File: config.mk
export PLATFORM = sky130hd
export DESIGN_NAME = spi_slave_core
export DESIGN_NICKNAME = d
export VERILOG_FILES = /design/src/rtl/spi_slave_core.sv
export SDC_FILE = /design/constraint.sdc
export NUM_CORES = 1
export LEC_CHECK = 0
export ABC_AREA = 1
export BUFFER_PORTS_ARGS = -buffer_cell sky130_fd_sc_hd__buf_2
export CAP_MARGIN = 20
export CELL_PAD_IN_SITES_DETAIL_PLACEMENT = 2
export CELL_PAD_IN_SITES_GLOBAL_PLACEMENT = 2
export CORE_MARGIN = 2
export CORE_UTILIZATION = 35
export DETAILED_ROUTE_END_ITERATION = 8
export GPL_TIMING_DRIVEN = 1
export PLACE_DENSITY = 0.8
export SLEW_MARGIN = 5
export SYNTH_ARGS = -nofsm -noshare
export SYNTH_HDL_FRONTEND = slang
export SYNTH_SLANG_ARGS = --single-unit
File: constraint.sdc
create_clock -name I_CLK -period 1.9 [get_ports I_CLK]
set_clock_uncertainty 0.1 [all_clocks]
set_input_delay 0.19 -clock I_CLK [delete_from_list [all_inputs] [get_ports I_CLK]]
set_output_delay 0.19 -clock I_CLK [all_outputs]
set_load 0.01 [all_outputs]
File: src/rtl/spi_slave_core.sv
// rtl/spi_slave_core.sv - oversampled SPI slave with one-word TX buffer and RX holding register
module spi_slave_core #(
    parameter int DATA_WIDTH = 8,
    parameter int CPOL = 0,
    parameter int CPHA = 0,
    parameter int SYNC_STAGES = 2,
    parameter logic [DATA_WIDTH-1:0] IDLE_WORD = {DATA_WIDTH{1'b1}}
) (
    input  logic                  I_CLK,
    input  logic                  I_RESETN,
    input  logic                  SCLK_SLAVE,
    input  logic                  SS_N_SLAVE,
    input  logic                  MOSI_SLAVE,
    output logic                  MISO_SLAVE,
    output logic                  MISO_OE,
    input  logic                  I_TX_EN,
    input  logic [DATA_WIDTH-1:0] I_WDATA,
    output logic                  O_TX_READY,
    input  logic                  I_RX_EN,
    output logic [DATA_WIDTH-1:0] O_RDATA,
    output logic                  O_RX_VALID,
    input  logic                  I_CLR_ERR,
    output logic                  O_OVERRUN,
    output logic                  O_UNDERRUN,
    output logic                  O_BUSY
);

    localparam int CW = $clog2(DATA_WIDTH + 1);
    localparam logic [CW-1:0] LAST = CW'(DATA_WIDTH - 1);
    localparam logic [CW-1:0] FULL = CW'(DATA_WIDTH);
    localparam logic CPOL_L = 1'(CPOL);

    localparam logic [1:0] IDLE  = 2'd0;
    localparam logic [1:0] LOAD  = 2'd1;
    localparam logic [1:0] SHIFT = 2'd2;

    logic [SYNC_STAGES-1:0] sclk_sync, ss_sync, mosi_sync;
    logic                   sclk_d, ss_d;
    logic                   sclk_s, ss_s, mosi_s;

    logic [1:0]            state;
    logic [CW-1:0]         bit_cnt;
    logic [DATA_WIDTH-1:0] tx_sr, rx_sr, tx_buf;
    logic                  tx_full;

    logic leading, trailing, ss_fall, ss_rise, in_shift;
    logic sample_edge, shift_edge, word_done, reload, load_now;
    logic [DATA_WIDTH-1:0] rx_word, load_word;

    always_ff @(posedge I_CLK or negedge I_RESETN) begin
        if (!I_RESETN) begin
            sclk_sync <= {SYNC_STAGES{CPOL_L}};
            ss_sync   <= '1;
            mosi_sync <= '0;
            sclk_d    <= CPOL_L;
            ss_d      <= 1'b1;
        end else begin
            sclk_sync <= {sclk_sync[SYNC_STAGES-2:0], SCLK_SLAVE};
            ss_sync   <= {ss_sync[SYNC_STAGES-2:0], SS_N_SLAVE};
            mosi_sync <= {mosi_sync[SYNC_STAGES-2:0], MOSI_SLAVE};
            sclk_d    <= sclk_s;
            ss_d      <= ss_s;
        end
    end

    assign sclk_s = sclk_sync[SYNC_STAGES-1];
    assign ss_s   = ss_sync[SYNC_STAGES-1];
    assign mosi_s = mosi_sync[SYNC_STAGES-1];

    assign leading  = (sclk_s != sclk_d) && (sclk_s != CPOL_L);
    assign trailing = (sclk_s != sclk_d) && (sclk_s == CPOL_L);
    assign ss_fall  = ss_d && !ss_s;
    assign ss_rise  = !ss_d && ss_s;
    assign in_shift = (state == SHIFT) && !ss_rise;

    // bit_cnt counts sampling edges; in CPHA=1 the first leading edge of a word has nothing to shift
    assign sample_edge = (CPHA != 0) ? trailing : leading;
    assign shift_edge  = (CPHA != 0) ? (leading && bit_cnt != '0) : (trailing && bit_cnt != FULL);
    assign word_done   = in_shift && sample_edge && (bit_cnt == LAST);
    assign reload      = in_shift && trailing && (bit_cnt == ((CPHA != 0) ? LAST : FULL));
    assign load_now    = ((state == LOAD) && !ss_rise) || reload;
    assign rx_word     = {rx_sr[DATA_WIDTH-2:0], mosi_s};

    always_comb begin
        load_word = IDLE_WORD;
        if (tx_full)
            load_word = tx_buf;
        else if (I_TX_EN)
            load_word = I_WDATA;
    end

    always_ff @(posedge I_CLK or negedge I_RESETN) begin
        if (!I_RESETN) begin
            state      <= IDLE;
            bit_cnt    <= '0;
            tx_sr      <= '1;
            rx_sr      <= '0;
            tx_buf     <= '0;
            tx_full    <= 1'b0;
            O_RDATA    <= '0;
            O_RX_VALID <= 1'b0;
            O_OVERRUN  <= 1'b0;
            O_UNDERRUN <= 1'b0;
        end else begin
            if (ss_rise)
                state <= IDLE;
            else if (state == IDLE && ss_fall)
                state <= LOAD;
            else if (state == LOAD)
                state <= SHIFT;

            if (load_now)
                bit_cnt <= '0;
            else if (in_shift && sample_edge)
                bit_cnt <= bit_cnt + CW'(1);

            if (in_shift && sample_edge)
                rx_sr <= rx_word;

            if (ss_rise)
                tx_sr <= '1;
            else if (load_now)
                tx_sr <= load_word;
            else if (in_shift && shift_edge)
                tx_sr <= {tx_sr[DATA_WIDTH-2:0], 1'b1};

            // a write in the load cycle with an empty buffer bypasses into tx_sr and is not buffered
            if (load_now && tx_full)
                tx_full <= 1'b0;
            else if (I_TX_EN && !tx_full && !load_now) begin
                tx_buf  <= I_WDATA;
                tx_full <= 1'b1;
            end

            if (word_done && (!O_RX_VALID || I_RX_EN)) begin
                O_RDATA    <= rx_word;
                O_RX_VALID <= 1'b1;
            end else if (I_RX_EN)
                O_RX_VALID <= 1'b0;

            O_OVERRUN  <= (word_done && O_RX_VALID && !I_RX_EN) || (O_OVERRUN && !I_CLR_ERR);
            O_UNDERRUN <= (load_now && !tx_full && !I_TX_EN) || (O_UNDERRUN && !I_CLR_ERR);
        end
    end

    assign MISO_SLAVE = tx_sr[DATA_WIDTH-1];
    assign MISO_OE    = (state == SHIFT);
    assign O_TX_READY = !tx_full;
    assign O_BUSY     = (state != IDLE);

endmodule

Word-level counts from Yosys, hierarchy flattened --
Index checks and enable logic that the tools add are counted.
Operators by class: add/subtract/negate cells 1, equal/unequal tests 6, muxes and demuxes 14, bitwise gates (word level) 2, reduce and logical (&&, ||, !) cells 44
Operators by type and width (count):
- 2-to-1 mux 8 bit | 5
- logical AND 1 bit | 23
- logical NOT 1 bit | 9
- 2-to-1 mux 4 bit | 2
- nonzero test 2 bit | 4
- 2-to-1 mux 2 bit | 3
- nonzero test 3 bit | 2
- adder 4 x 1 -> 4 bit, second input constant | 1
- == test 4 x 3 -> 1 bit, second input constant | 1
- == test 4 bit, second input constant | 1
- logical OR 1 bit | 4
- 2-to-1 mux 1 bit | 4
- != test 4 bit, second input constant | 1
- == test 2 x 1 -> 1 bit, second input constant | 1
- == test 2 bit, second input constant | 1
- logical NOT 2 bit | 1
- inverter 1 bit | 2
- AND reduction 2 bit | 1
- != test 1 bit | 1
Storage, ports and cells: register bits 49, input port bits 16, word-level logic and storage cells 82

Logic depth before layout (Yosys ltp) --
Gate-level depths: netlist (run 1).
word-level depth 11, gate-level depth with buffers 10

Least setup slack after synthesis (run 1) --
No wires, ideal clock.
path type reg2reg, start register bit_cnt[0], end register O_RDATA[5], arrival 1.318 ns, path slack 0.365 ns, stages on the path, launching flop included 8, path buffers 1, cells stage by stage dfrtp_1 ha_1 inv_1 nor3_1 nand3_4 buf_6 nand2_2 o21ai_2
On the way: word-level cells in the longest chain between the ends 3
Ends and longest elaborated chain:
- start, declared | line 42 | logic [CW-1:0] bit_cnt;
- start signal, assigned | line 115 | bit_cnt <= bit_cnt + CW'(1);
- == test 4 x 3 -> 1 bit | line 79 | assign word_done = in_shift && sample_edge && (bit_cnt == LAST);
- logical AND 1 bit | line 79
- logical AND 1 bit | line 135 | if (word_done && (!O_RX_VALID || I_RX_EN)) begin
- end signal, assigned | line 136 | O_RDATA <= rx_word;
- end, declared | line 20 | output logic [DATA_WIDTH-1:0] O_RDATA,
No other way between the ends. A chain may end at the register's enable or synchronous reset.

Final worst setup path (run 1) --
start register ss_d, end register O_RDATA[3]
On the way: word-level cells in the longest chain between the ends 7
Ends and longest elaborated chain:
- start, declared | line 38 | logic sclk_d, ss_d;
- start signal, assigned | line 62 | ss_d <= ss_s;
- logical NOT 1 bit | line 73 | assign ss_rise = !ss_d && ss_s;
- logical AND 1 bit | line 73
- logical NOT 1 bit | line 74 | assign in_shift = (state == SHIFT) && !ss_rise;
- logical AND 1 bit | line 74
- logical AND 1 bit (2 in series) | line 79
- logical AND 1 bit | line 135
No other way between the ends.

==> impl_metrics.toml, run 1 <==
[worst_setup_path]
worst_r2r_path_depth = 7
setup.worst_path.class = "reg -> reg"
ff2ff_setup_slack_ns = 0.20
r2r-end = "O_RDATA[3]$_DFFE_PN0P_"
reg2reg_from = "ss_d$_DFF_PN1_"
required_ns = 2.00
crit_path_end_kind = "flop"
critPathLaunchType = "flop"
cp_max_fo = 16
crit_arrival_ns = 1.80

[synth]
ys_ff_latch = 49
synthFlopType = "dfrtp_1"
syn-num-nets = 254
ys_warn_count = 0
syn-cell-area_um2 = 2192
yosysSeqAreaShare_pct = 56.56
synth_area_leaders = "dfrtp_1 43%, dfstp_2 13%, nand2_1 7.7%"
synth-edff-count = 0
yosysTopAreaCell = "dfrtp_1"
ys_async_sr_fraction_pct = 100.0
synth_common_cells = "45 x nand2_1, 38 x dfrtp_1, 29 x nor2_1"
synthDominantCellAreaShare_pct = 43.38
synth.most_common_cell = "nand2_1"
syn_inst = 236
synth_cell_types = 26
avgSynthCellArea_um2 = 9.289

[timing]
timing.hold.ws_ns = 0.006202
tightestPinTransition_ns = 0.4522
max_freq_mhz = 587.7
final_hold_viol_count = 0
rsz0062_at_grt = "false"
period_needed_ns = 1.701
setup_viol = 0
slew_headroom_pct = 69.86
finalSetupTns_ns = 0
fin_crit_sh_pct = 89.55
finalMaxSlewViolations = 0

[job]
drv_cap = 0

[routing]
vias_per_cell = 4.977
wirelength_um = 5458
wl_per_cell_um = 15.59
dr_wl_met3_um = 157
ant_nets = 0
vias = 1742
highest_layer = "met4"
wl_met1_um = 2549
first_iter_violations = 24
drc = 0
drtPass1Iterations = 4
dr_wl_met2_um = 2637

[cells_and_area]
diodes = 0
area_delta_synth_final_pct = 18.84
layout.nets = 292
drive_above_1_share_pct = 30.18

[status]
status = "completed"

[place]
gp_congestion = 0.7095
dp_hpwl_um = 3767
port_buffers = 30

[clock_network]
clockBufferDepth = 2
cts_made_buffers = 5
cts_tree = "yes"
cts_setup_buffers = 0
cts-root-buf = "clkbuf_8"
path_clk_slew_ns = 0.09
cts_sinks = 49
clk_latency_ns = 0.31
htreeDepth = 2

[die]
core_area_um2 = 5991
die-area_um2 = 6912
die_h_um = 83.14
rows = 28
initial_core_util_pct = 36.59
die_x_um = 83.14
io_pins = 31

[hold_path]
hold_depth = 3
whs_endpoint = "tx_buf[0]$_DFFE_PN0P_"
hp-start = "I_WDATA[0]"
hold_path.class = "in -> reg"

[power_and_ir_drop]
peakVddDrop_v = 0.0005290
p_leak_nw = 1.244
power.density_nw_per_um2 = 1255

[grt]
overflow = 0
antenna_found_initial = 0
grt_max_degree = 33
grt_pass1_vias = 1875
grt_pass1_wl_um = 9459
grt_util_all_layers_pct = 17.13
[flip-flops by register name, summed over array words and instances (netlist names), 2 cells and up]
register   flops
O_RDATA        8
bit_cnt        4
mosi_sync      2
rx_sr          7
sclk_sync      2
ss_sync        2
state          2
tx_buf         8
tx_sr          8
[area by class of cell]
| cell class | count | area [µm²] |
|---|---|---|
| multi-input combinational | 152 | 815.8 |
| clock inverter | 2 | 38.79 |
| timing repair buffer | 39 | 242.7 |
| fill | 688 | 3386 |
| clock buffer | 6 | 72.57 |
| inverter | 27 | 101.3 |
| tap | 75 | 93.84 |
| sequential | 49 | 1240 |
[power breakdown]
| part | switching [W] | total, W | internal [W] |
|---|---|---|---|
| Clock | 0.000357 | 0.000752 | 0.000396 |
| Sequential | 0.000159 | 0.00150 | 0.00134 |
| Combinational | 0.000656 | 0.00102 | 0.000361 |
[per-layer routing]
metal,GRT usage (%),up-vias
met5,0,-
met4,6.408,0
met3,3.579,12
met2,27.49,30
met1,22.86,867
li1,-,833
[logic make-up (layout without fill, tap and decap cells)]
logic type | Yosys count | in the layout | share of synthesized area (%)
xor gates and xnor gates | 1 | 1 | 0.3996
buffers and inverters | 35 | 74 | 7.021
and+or+nand+nor | 102 | 102 | 21.92
adders and majority gates | 2 | 2 | 1.141
DFF | 49 | 49 | 56.56
AOI/OAI and AO/OA | 47 | 47 | 12.96
[layout by cell type, fill, tap and decap left out, types with 2 or more instances in the layout]
| master | n |
|---|---|
| nand2_2 | 5 |
| o22ai_1 | 9 |
| inv_1 | 20 |
| dlygate4sd3_1 | 5 |
| dfstp_2 | 11 |
| nor2_1 | 29 |
| inv_2 | 7 |
| o21ai_1 | 15 |
| dfrtp_1 | 38 |
| nand3_4 | 3 |
| o21ai_0 | 3 |
| buf_2 | 30 |
| nand3_1 | 11 |
| ha_1 | 2 |
| nor2_4 | 3 |
| nand2_1 | 45 |
| a21oi_1 | 10 |
| o21ai_2 | 8 |
| nor3_1 | 2 |
| clkbuf_8 | 5 |
| buf_4 | 3 |
[worst max-delay path: stages, from the launching register on]
cell and delay (ns):
dfstp_2 0.57, nor2_4 0.06, nor2_4 0.15, nand3_4 0.15, inv_2 0.12, nand3_4 0.21
nand2_1 0.16, o21ai_2 0.06
[stage by stage]
stage | instance area (µm²) | utilization (%) | total power (W) | worst slack [ns] | instances
after floorplan | 2192 | - | 0.002188 | 0.3647 | 236
after global placement | 2426 | 40.50 | 0.002440 | 0.1943 | 337
after detailed placement | 2426 | 40.50 | 0.002510 | 0.08574 | 337
after CTS | 2587 | 43.19 | 0.003305 | 0.07086 | 350
after global routing | 2605 | 43.48 | 0.003517 | 0.03768 | 350
final | 2605 | 43.48 | 0.003268 | 0.1986 | 350
[worst max path at each step]
| stage | endpoint | slack [ns] | from | depth (start not counted) |
|---|---|---|---|---|
| finish | O_RDATA[3]$_DFFE_PN0P_ | 0.20 | ss_d$_DFF_PN1_ | 7 |
| global route | tx_sr[3]$_DFFE_PN1P_ | 0.04 | bit_cnt[0]$_DFFE_PN0P_ | 9 |
| CTS | O_RDATA[0]$_DFFE_PN0P_ | 0.07 | bit_cnt[0]$_DFFE_PN0P_ | 6 |
| detailed placement | O_RDATA[0]$_DFFE_PN0P_ | 0.09 | bit_cnt[0]$_DFFE_PN0P_ | 6 |
| global placement | O_RDATA[0]$_DFFE_PN0P_ | 0.19 | bit_cnt[0]$_DFFE_PN0P_ | 6 |
| floorplan | O_RDATA[5]$_DFFE_PN0P_ | 0.36 | bit_cnt[0]$_DFFE_PN0P_ | 7 |
[repair_timing]
action                                  in CTS  in global routing
gates resized for setup                      0                  3
endpoints found under the setup margin       0                  9
hold endpoints to repair                    19                  0
hold buffers                                 5                  0
Power figures use the tool's default switching activity.
==> run 2: changes to the inputs <==
BUFFER_PORTS_ARGS = -buffer_cell sky130_fd_sc_hd__clkbuf_2   (was -buffer_cell sky130_fd_sc_hd__buf_2)
==> run 2 against run 1 <==
- the run now ends with hold timing left
- fmax shrank 3.4%
- critical path depth is the same
- sequential cell count is the same
- via count shrank 0.69%
- critical path type unchanged
- critical endpoint is now O_RDATA[2]$_DFFE_PN0P_
- largest power group unchanged
==> impl_metrics.toml, run 2 (synthesized netlist as in run 1, its figures left out) <==
[power_and_ir_drop]
switching_share_pct = 36.23
clkPwrFrac_pct = 22.0
comb_power_share_pct = 31.2
p_total_w = 0.003188
peakVddDrop_v = 0.0006286
power.density_nw_per_um2 = 1232
power.internal_w = 0.002033
netSwitchingPower_w = 0.001155
p_leak_nw = 1.237
p_seq_share_pct = 46.7

[routing]
vias_per_cell = 4.929
drtPass1Iterations = 4
wl_met1_um = 2458
first_iter_violations = 77
wirelength_um = 5192
dr_wl_met2_um = 2511
drc = 0
ant_nets = 0
dr_wl_met3_um = 155
vias = 1730
highest_layer = "met4"
wl_per_cell_um = 14.79

[timing]
final_hold_viol_count = 1
finalMaxSlewViolations = 0
timing.hold.ws_ns = -0.0003404
fin_crit_sh_pct = 92.67
tightestPinTransition_ns = 0.6407
finalSetupTns_ns = 0
setup_viol = 0
period_needed_ns = 1.761
slew_headroom_pct = 57.29
rsz0062_at_grt = "false"
max_freq_mhz = 568.0

[clock_network]
htreeDepth = 2
cts_sinks = 49
path_clk_slew_ns = 0.10
clockBufferDepth = 2
cts_setup_buffers = 0
clk_latency_ns = 0.31
cts-root-buf = "clkbuf_8"
cts_made_buffers = 5
cts_tree = "yes"

[grt]
grt_pass1_wl_um = 9094
grt_util_all_layers_pct = 16.32
grt_max_degree = 50
antenna_found_initial = 0
grt_pass1_vias = 1884
overflow = 0

[worst_setup_path]
crit_end = "O_RDATA[2]$_DFFE_PN0P_"
worst-path-buf-inv = 1
required_ns = 2.00
path_common_cell = "nor2_4"
crit_path_end_kind = "flop"
cpPeakStageDelay_ns = 0.56
crit_chain = "nor2_4 -> nor2_4 -> nand3_2 -> inv_2 -> nand3_4 -> nand2_1 -> o21ai_2"
worst_r2r_path_depth = 7
crit_arrival_ns = 1.86
setup.worst_path.start = "ss_d$_DFF_PN1_"
reg2reg_from = "ss_d$_DFF_PN1_"
critPathLaunchType = "flop"
cp_max_fo = 16
r2r-end = "O_RDATA[2]$_DFFE_PN0P_"
worst-path-stages = 7
ff2ff_setup_slack_ns = 0.14
cp_top_family = "simple AND/OR/NAND/NOR gates"
setup.worst_path.class = "reg -> reg"
cp_slowest_cell = "dfstp_2"

[status]
violations = "hold timing"
status = "complete, but fails checks"

[cells_and_area]
drive_above_1_share_pct = 30.43
final_cell_mix = "45 x nand2_1, 38 x dfrtp_1, 30 x clkbuf_2"
reg_top3 = "O_RDATA (8), tx_buf (8), tx_sr (8)"
layout.nets = 293
fillers = 672
layout_commonest_cell = "nand2_1"
final_util_pct = 43.21
area_delta_synth_final_pct = 18.09
diodes = 0

[place]
dp_hpwl_um = 3646
gp_congestion = 0.7137
port_buffers = 30

[hold_path]
hold_path.class = "in -> reg"

[die]
rows = 28
core_area_um2 = 5991
die-area_um2 = 6912
initial_core_util_pct = 36.59
die_x_um = 83.14
die_h_um = 83.14
io_pins = 31

[job]
drv_cap = 0
==> run 2: cell count changes in the layout (fill, tap and decap cells not counted), sizes merged <==
cell,previous run,this run
buf,34,4
bufinv,1,0
clkbuf,6,37
clkinv,1,0
dlygate4sd3,5,6
inv,27,28
==> run 2: what timing repair did <==
item	in CTS	in global routing
resized for setup	0	2
setup endpoints to repair	0	9
endpoints found under the hold margin	44	0
hold buffers	6	0
==> run 2: tightest hold or removal path: cells and delay by family <==
family,cells,cell delay [ns]
buffers and inverters,1,0.09
AND/OR/NAND/NOR,2,0.10
==> run 2: power by group through the flow <==
stage                     Combinational, W  Sequential, W  Clock, W
after floorplan                   0.000711        0.00148         0
after global placement            0.000945        0.00149         0
after detailed placement          0.000990        0.00151         0
after CTS                          0.00101        0.00149  0.000724
after global routing               0.00115        0.00153  0.000758
final                             0.000995        0.00149  0.000703
==> run 2: stage by stage <==
step | cell area (µm²) | instances | worst slack [ns] | hold WS, ns
4_1_cts | 2579 | 351 | 0.02679 | 0.001561
3_5_place_dp | 2414 | 337 | 0.05191 | 0.1816
3_3_place_gp | 2414 | 337 | 0.1831 | 0.1865
5_1_grt | 2589 | 351 | 0.02477 | 0.02303
2_1_floorplan | 2192 | 236 | 0.3647 | -0.2056
6_report | 2589 | 351 | 0.1393 | -0.0003404
==> run 2: worst min-delay path by stage <==
stage	startpoint	endpoint	slack, ns	cells after the start
after detailed placement	SS_N_SLAVE	ss_sync[0]$_DFF_PN1_	0.18	1
after floorplan	I_RESETN	O_OVERRUN$_DFF_PN0_	-0.21	0
after CTS	I_WDATA[5]	tx_buf[5]$_DFFE_PN0P_	0.002	3
after global routing	I_WDATA[4]	tx_buf[4]$_DFFE_PN0P_	0.02	3
final	I_WDATA[5]	tx_buf[5]$_DFFE_PN0P_	-0.0003	3
after global placement	SS_N_SLAVE	ss_sync[0]$_DFF_PN1_	0.19	1
==> run 2: layout make-up <==
class | instances | area, µm² | share of cell area, %
well taps | 75 | 93.84 | 3.625
flip-flops and latches | 49 | 1240 | 47.90
clock inverters | 1 | 8.758 | 0.3383
repair buffers | 40 | 240.2 | 9.280
clock buffers | 7 | 96.34 | 3.722
inverters | 27 | 101.3 | 3.915
multi-input cells | 152 | 808.3 | 31.22
==> run 2: metal layers <==
layer	GRT usage, %	up-vias
met5	0	-
met4	5.663	0
met3	3.181	6
met2	25.88	22
met1	22.39	870
li1	-	832
